File: src/rtl/uart_word_packer.sv
// Packs UART RX bytes (first byte into the MSB) into DATA_WIDTH-bit words and offers
// each completed word downstream over valid/ready; stale partial words are dropped on timeout.
module uart_word_packer #(
    parameter int DATA_WIDTH     = 32,
    parameter int TIMEOUT_CYCLES = 1000000
) (
    input  logic                  clk,
    input  logic                  RSTN,
    input  logic [7:0]            rx_data,
    input  logic                  rx_valid,
    output logic [DATA_WIDTH-1:0] word_data,
    output logic                  word_valid,
    input  logic                  word_ready,
    output logic                  overflow,
    output logic                  timeout_flush
);

    localparam int BYTES = DATA_WIDTH / 8;
    localparam int CW    = (BYTES > 1) ? $clog2(BYTES) : 1;
    localparam int TW    = $clog2(TIMEOUT_CYCLES);
    localparam logic [CW-1:0] LAST_IDX     = CW'(BYTES - 1);
    localparam logic [TW-1:0] TIMEOUT_LAST = TW'(TIMEOUT_CYCLES - 1);

    typedef enum logic {
        COLLECT,
        HOLD
    } state_t;

    state_t                  state;
    state_t                  state_nxt;
    logic [CW-1:0]           byte_count;
    logic [CW-1:0]           byte_count_nxt;
    logic [DATA_WIDTH-1:0]   sr;
    logic [DATA_WIDTH-1:0]   sr_nxt;
    logic [TW-1:0]           idle_count;
    logic [TW-1:0]           idle_count_nxt;
    logic [DATA_WIDTH-1:0]   word_data_nxt;
    logic                    word_valid_nxt;
    logic                    overflow_nxt;
    logic                    timeout_flush_nxt;
    logic [DATA_WIDTH-1:0]   shifted;
    logic                    transfer;
    logic                    accept;
    logic                    last_byte;

    // Shift via << so an 8-bit word simply becomes the new byte without an empty slice.
    assign shifted   = (sr << 8) | DATA_WIDTH'(rx_data);
    assign transfer  = word_valid && word_ready;
    assign accept    = rx_valid && ((state == COLLECT) || transfer);
    assign last_byte = (byte_count == LAST_IDX);

    always_ff @(posedge clk or negedge RSTN) begin
        if (!RSTN) begin
            state <= COLLECT;
        end else begin
            state <= state_nxt;
        end
    end

    always_comb begin
        state_nxt = state;
        case (state)
            COLLECT: if (accept && last_byte) state_nxt = HOLD;
            HOLD:    if (transfer && !(accept && last_byte)) state_nxt = COLLECT;
            default: state_nxt = COLLECT;
        endcase
    end

    // A byte arriving alongside a transfer starts the next word, which is why acceptance
    // is evaluated independently of the HOLD bookkeeping below.
    always_comb begin
        byte_count_nxt    = byte_count;
        sr_nxt            = sr;
        idle_count_nxt    = idle_count;
        word_data_nxt     = word_data;
        word_valid_nxt    = word_valid;
        overflow_nxt      = 1'b0;
        timeout_flush_nxt = 1'b0;

        if (state == HOLD) begin
            if (transfer) begin
                word_valid_nxt = 1'b0;
            end else if (rx_valid) begin
                overflow_nxt = 1'b1;
            end
        end

        if (accept) begin
            sr_nxt         = shifted;
            idle_count_nxt = '0;
            if (last_byte) begin
                word_data_nxt  = shifted;
                word_valid_nxt = 1'b1;
                byte_count_nxt = '0;
            end else begin
                byte_count_nxt = byte_count + CW'(1);
            end
        end else if (state == COLLECT && byte_count != '0) begin
            if (idle_count == TIMEOUT_LAST) begin
                byte_count_nxt    = '0;
                sr_nxt            = '0;
                idle_count_nxt    = '0;
                timeout_flush_nxt = 1'b1;
            end else begin
                idle_count_nxt = idle_count + TW'(1);
            end
        end else if (state == COLLECT) begin
            idle_count_nxt = '0;
        end
    end

    always_ff @(posedge clk or negedge RSTN) begin
        if (!RSTN) begin
            byte_count    <= '0;
            sr            <= '0;
            idle_count    <= '0;
            word_data     <= '0;
            word_valid    <= 1'b0;
            overflow      <= 1'b0;
            timeout_flush <= 1'b0;
        end else begin
            byte_count    <= byte_count_nxt;
            sr            <= sr_nxt;
            idle_count    <= idle_count_nxt;
            word_data     <= word_data_nxt;
            word_valid    <= word_valid_nxt;
            overflow      <= overflow_nxt;
            timeout_flush <= timeout_flush_nxt;
        end
    end

endmodule

File: config.mk
export PLATFORM = sky130hd
export DESIGN_NAME = uart_word_packer
export DESIGN_NICKNAME = d
export VERILOG_FILES = /design/src/rtl/uart_word_packer.sv
export SDC_FILE = /design/constraint.sdc
export NUM_CORES = 1
export LEC_CHECK = 0
export CAP_MARGIN = 20
export CORE_AREA = 2 2 86 88
export DETAILED_ROUTE_END_ITERATION = 8
export DIE_AREA = 0 0 88 90
export PLACE_DENSITY = 0.78
export SETUP_SLACK_MARGIN = 0.1
export SYNTH_ARGS = -nofsm -noshare
export SYNTH_HDL_FRONTEND = slang
export SYNTH_SLANG_ARGS = --single-unit
export TNS_END_PERCENT = 100
File: constraint.sdc
create_clock -name clk -period 2.34 [get_ports clk]
set_input_delay 0.468 -clock clk [delete_from_list [all_inputs] [get_ports clk]]
set_output_delay 0.468 -clock clk [all_outputs]
set_load 0.03 [all_outputs]
Yosys cells after proc, flatten, opt, wreduce, memory -nomap -nowiden
Index checks and enable logic that the tools add are counted.
W data, S select, Z words.
Word-level totals
  bits of input ports: 12
  word-level logic and storage cells: 51
  flip-flop bits (word level): 82
Cells by class
  mux-type cells: 24
  bitwise gates (word level): 2
  equality and inequality tests: 3
  reduce and logical (&&, ||, !) cells: 12
  $add $sub $neg: 2
Operator list (count)
  $mux W20: 4
  $mux W24: 3
  $or A32 B8 Y32: 1
  $add A20 B1 Y20 const B: 1
  $eq A20 B20 Y1 const B: 1
  $mux W1: 12
  $mux W2: 4
  $reduce_bool A2 Y1: 3
  $logic_and A1 B1 Y1: 5
  $reduce_and A2 Y1: 2
  $ne A3 B1 Y1 const B: 1
  $add A2 B1 Y2 const B: 1
  $eq A2 B2 Y1 const B: 1
  $pmux W1 S2: 1
  $logic_not A1 Y1: 1
  $logic_or A1 B1 Y1: 1
  $not A1 Y1: 1

Longest topological paths before layout
  depth in word-level cells: 8
  gate-level depth with buffers: 8

Worst setup path before layout
No wires, ideal clock.
  kind: register to register
  from: register word_valid
  to: register word_data[10]
  path slack: 483 ps
  period minus slack after synthesis: 1857 ps
  setup time: 125 ps
  arrival time: 1732 ps
  stages on the path, launching flop included: 8
  cell sequence: dfrtp_1 > nand2_1 > nand2_1 > and2_1 > buf_2 > nand2_1 > buf_2 > mux2_2
On the way
  cells in the longest elaborated chain, start to end: 4
Ends and longest elaborated chain
  start, declared: RTL line 12  | output logic word_valid,
  start signal, assigned: RTL line 126  | word_valid <= word_valid_nxt;
  $logic_and A1 B1 Y1: RTL line 48  | assign transfer = word_valid && word_ready;
  $logic_or A1 B1 Y1: RTL line 49  | assign accept = rx_valid && ((state == COLLECT) || transfer);
  $logic_and A1 B1 Y1: RTL line 49
  $reduce_and A2 Y1 (no line)
  end signal, assigned: RTL line 125  | word_data <= word_data_nxt;
  end, declared: RTL line 11  | output logic [DATA_WIDTH-1:0] word_data,
Every way passes these cells.
A chain may end at the register's enable or synchronous reset.

Worst setup path after layout
  from: register idle_count[0]
  to: register sr[15]
On the way
  cells in the longest elaborated chain, start to end: 3
Ends and longest elaborated chain
  start, declared: RTL line 35  | logic [TW-1:0] idle_count;
  start signal, assigned: RTL line 124  | idle_count <= idle_count_nxt;
  $eq A20 B20 Y1: RTL line 99  | if (idle_count == TIMEOUT_LAST) begin
  $reduce_bool A2 Y1 (no line)
  $reduce_and A2 Y1 (no line)
  end signal, assigned: RTL line 123  | sr <= sr_nxt;
  end, declared: RTL line 33  | logic [DATA_WIDTH-1:0] sr;
Every way passes these cells.

==> flow_summary.toml <==
[status]
outcome = "finished, final reports clean"

[clock_network]
clk-insertion-delay-late_ns = 0.35
post_cts_resized = 0
cts_setup_buffers = 0
cts_tree = "done"
htree_levels = 3
cts_sinks = 82
cts_buffers = 9
cts.reportedPaths.clkPinSlew_ns = 0.08
clock_path_buffers = 2
cts_hold_buffers = 0
cts_root_buffer = "clkbuf_8"

[floorplanning]
die_w_um = 88
core_mm2 = 0.00702
die_area_mm2 = 0.00792
die_h_um = 90
ios = 47
rows = 31
start_util = 0.481

[global_route]
use_met2 = 0.262
grt_pass1_wl_mm = 11.0
busiest_layer = "met2"
grt_max_degree = 43
use_met1 = 0.247
globalRouteOverflowTotal = 0
grt_pass1_vias = 2326
use_met3 = 0.0496
antenna_found_initial = 0
grt_usage = 0.176

[flow_run]
drv_cap = 0

[critical_path]
slowest_stage = "a21oi_4"
cp_cell_sequence = "ha_1 > nand3_1 > nor4_2 > and2_4 > a21oi_4 > a22o_1"
cpLargestDelayFamily = "compound AO/OA/AOI/OAI gates"
crit_buf_inv = 0
arrival_ns = 2.28
cp_slowest_stage_delay_ns = 0.57
endpoint_kind = "flop"
cp_max_fo = 26
worst_ep_required_time_ns = 2.62
crit_type = "flop to flop"
critPathLaunchType = "flop"

[min_path]
min_path_type = "input pin to asynchronous set/reset pin"

[detailed_routing]
via_per_inst = 5.35
totalWireLength_mm = 6.38
drtIter0Drc = 186
vias = 2219
antenna_left = 0
drc_errors = 0
drtPass1Iterations = 4
post_drt_wl_per_cell_um = 15.4

[place]
gp_congestion = 0.787
port_buffers = 46
preCtsSetupSlack_ns = 0.162
dp_hpwl_mm = 4.27

[synth]
syn_area_mm2 = 0.00338
synth_top_cell_by_area = "dfrtp_1"
ys_seq_elements = 82
ys_top_cells_by_area = "dfrtp_1 61%, mux2_2 11%, a22o_1 7.5%, xor2_1 2.6%, nor2_1 1.9%"
avgSynthCellArea_um2 = 13.0
synth.top_cells.by_count = "82 x dfrtp_1, 33 x mux2_2, 29 x a22o_1"
synth_top_area_share = 0.608
syn_inst = 260
post-synth-top-count-cell = "dfrtp_1"
synth_seq_area_share = 0.608
synth-main-ff-cell = "dfrtp_1"
synth_enable_flop_cells = 0
ys.warnings.count = 0
synth_nets = 275
ys_types = 33
synthArstFlopShare = 1.00

[sta]
rsz0062_at_grt = "no"
max_freq_mhz = 501
slew_violations = 0
holdWs_ns = 0.0800
fin_worst_skew_ns = 0.00784
maxSlewHeadroom = 0.524
post-route-period-util = 0.852
setup_viol = 0
setup_tns_ns = 0
worst_slack_ns = 0.346
fin_crit_ns = 1.99
final-hold-violation-count = 0
tightest_slew_ns = 0.708

[power]
leakage_nw = 1.86
power_density_mw_per_mm2 = 1290
vdd_drop_max_mv = 0.885

[finish]
fillers = 579
final_util = 0.592
fin_nets = 326
syn_to_final_growth_pct = 23.1
diodes = 0
drive_gt1_frac = 0.190
-- final cells by class --
| type | count | area, um2 | share of cell area |
|---|---|---|---|
| flip-flops and latches | 82 | 2050 | 0.494 |
| multi-input cells | 162 | 1230 | 0.295 |
| repair buffers | 52 | 528 | 0.127 |
| clock buffers | 10 | 138 | 0.0331 |
| well taps | 99 | 124 | 0.0298 |
| clock inverters | 6 | 72.6 | 0.0175 |
| inverters | 4 | 15.0 | 0.00361 |
-- power by group --
part           switching, W  internal, W
registers          0.000338      0.00191
clock network      0.000535     0.000535
logic               0.00108     0.000958
total               0.00195      0.00340
-- routing by layer --
| metal | part of all wire | vias to the layer above |
|---|---|---|
| met5 | 0 | - |
| met4 | 0.014 | 0 |
| met3 | 0.056 | 9 |
| met2 | 0.47 | 54 |
| met1 | 0.46 | 1119 |
| li1 | - | 1037 |
-- path summary, 6_finish.rpt --
check,startpoint,endpoint,slack [ns],depth (start not counted)
setup reg to reg,idle_count[0],sr[15],0.35,6
min in group clk,word_data[19],word_data[19],0.51,1
hold / removal,RSTN,idle_count[7],0.08,1
max in group asynchronous,RSTN,word_data[21],1.66,2
hold reg to reg,word_data[19],word_data[19],0.51,1
setup / recovery,idle_count[0],sr[15],0.35,6
-- cell families after synthesis --
kind of cell | after synthesis | synth area share
multiplexers | 33 | 0.110
flip-flops | 82 | 0.608
XOR/XNOR | 12 | 0.0311
buffers and inverters | 16 | 0.0285
AO/OA/AOI/OAI | 44 | 0.104
adder cells (fa/ha/maj) | 3 | 0.0111
AND/OR/NAND/NOR | 70 | 0.107
-- per-stage QoR --
| stage | instance area [um2] | std cells | total power (W) |
|---|---|---|---|
| floorplan | 3380 | 260 | 0.00353 |
| global placement | 3950 | 399 | 0.00425 |
| detailed placement | 3950 | 399 | 0.00431 |
| CTS | 4160 | 415 | 0.00541 |
| global route | 4160 | 415 | 0.00565 |
| finish | 4160 | 415 | 0.00535 |
-- layout by cell type (no fill, tap or decap), types with 4 or more instances in the layout --
cell type | netlist | routed
nand4_1 | 6 | 6
mux2_2 | 33 | 33
nor2_1 | 17 | 17
nand2_1 | 15 | 15
clkdlybuf4s50_1 | 0 | 45
nor3_1 | 5 | 5
xor2_1 | 10 | 10
clkbuf_8 | 0 | 10
inv_1 | 4 | 4
dfrtp_1 | 82 | 82
a21oi_1 | 5 | 5
a31oi_1 | 4 | 4
a22o_1 | 29 | 29
buf_4 | 0 | 5
nand3_1 | 9 | 9
-- registers in the layout, summed over array words and instances (netlist names) --
signal,cells
timeout_flush,1
word_valid,1
sr,24
idle_count,20
state,1
byte_count,2
overflow,1
word_data,32
-- worst register-to-register path, delay by kind of cell, from the launching register on --
family / cells / cell delay [ns]
AOI/OAI and AO/OA: 2 / 0.81
adders and majority gates: 1 / 0.25
DFF: 1 / 0.41
and+or+nand+nor: 3 / 0.45
Power figures use the tool's default switching activity.
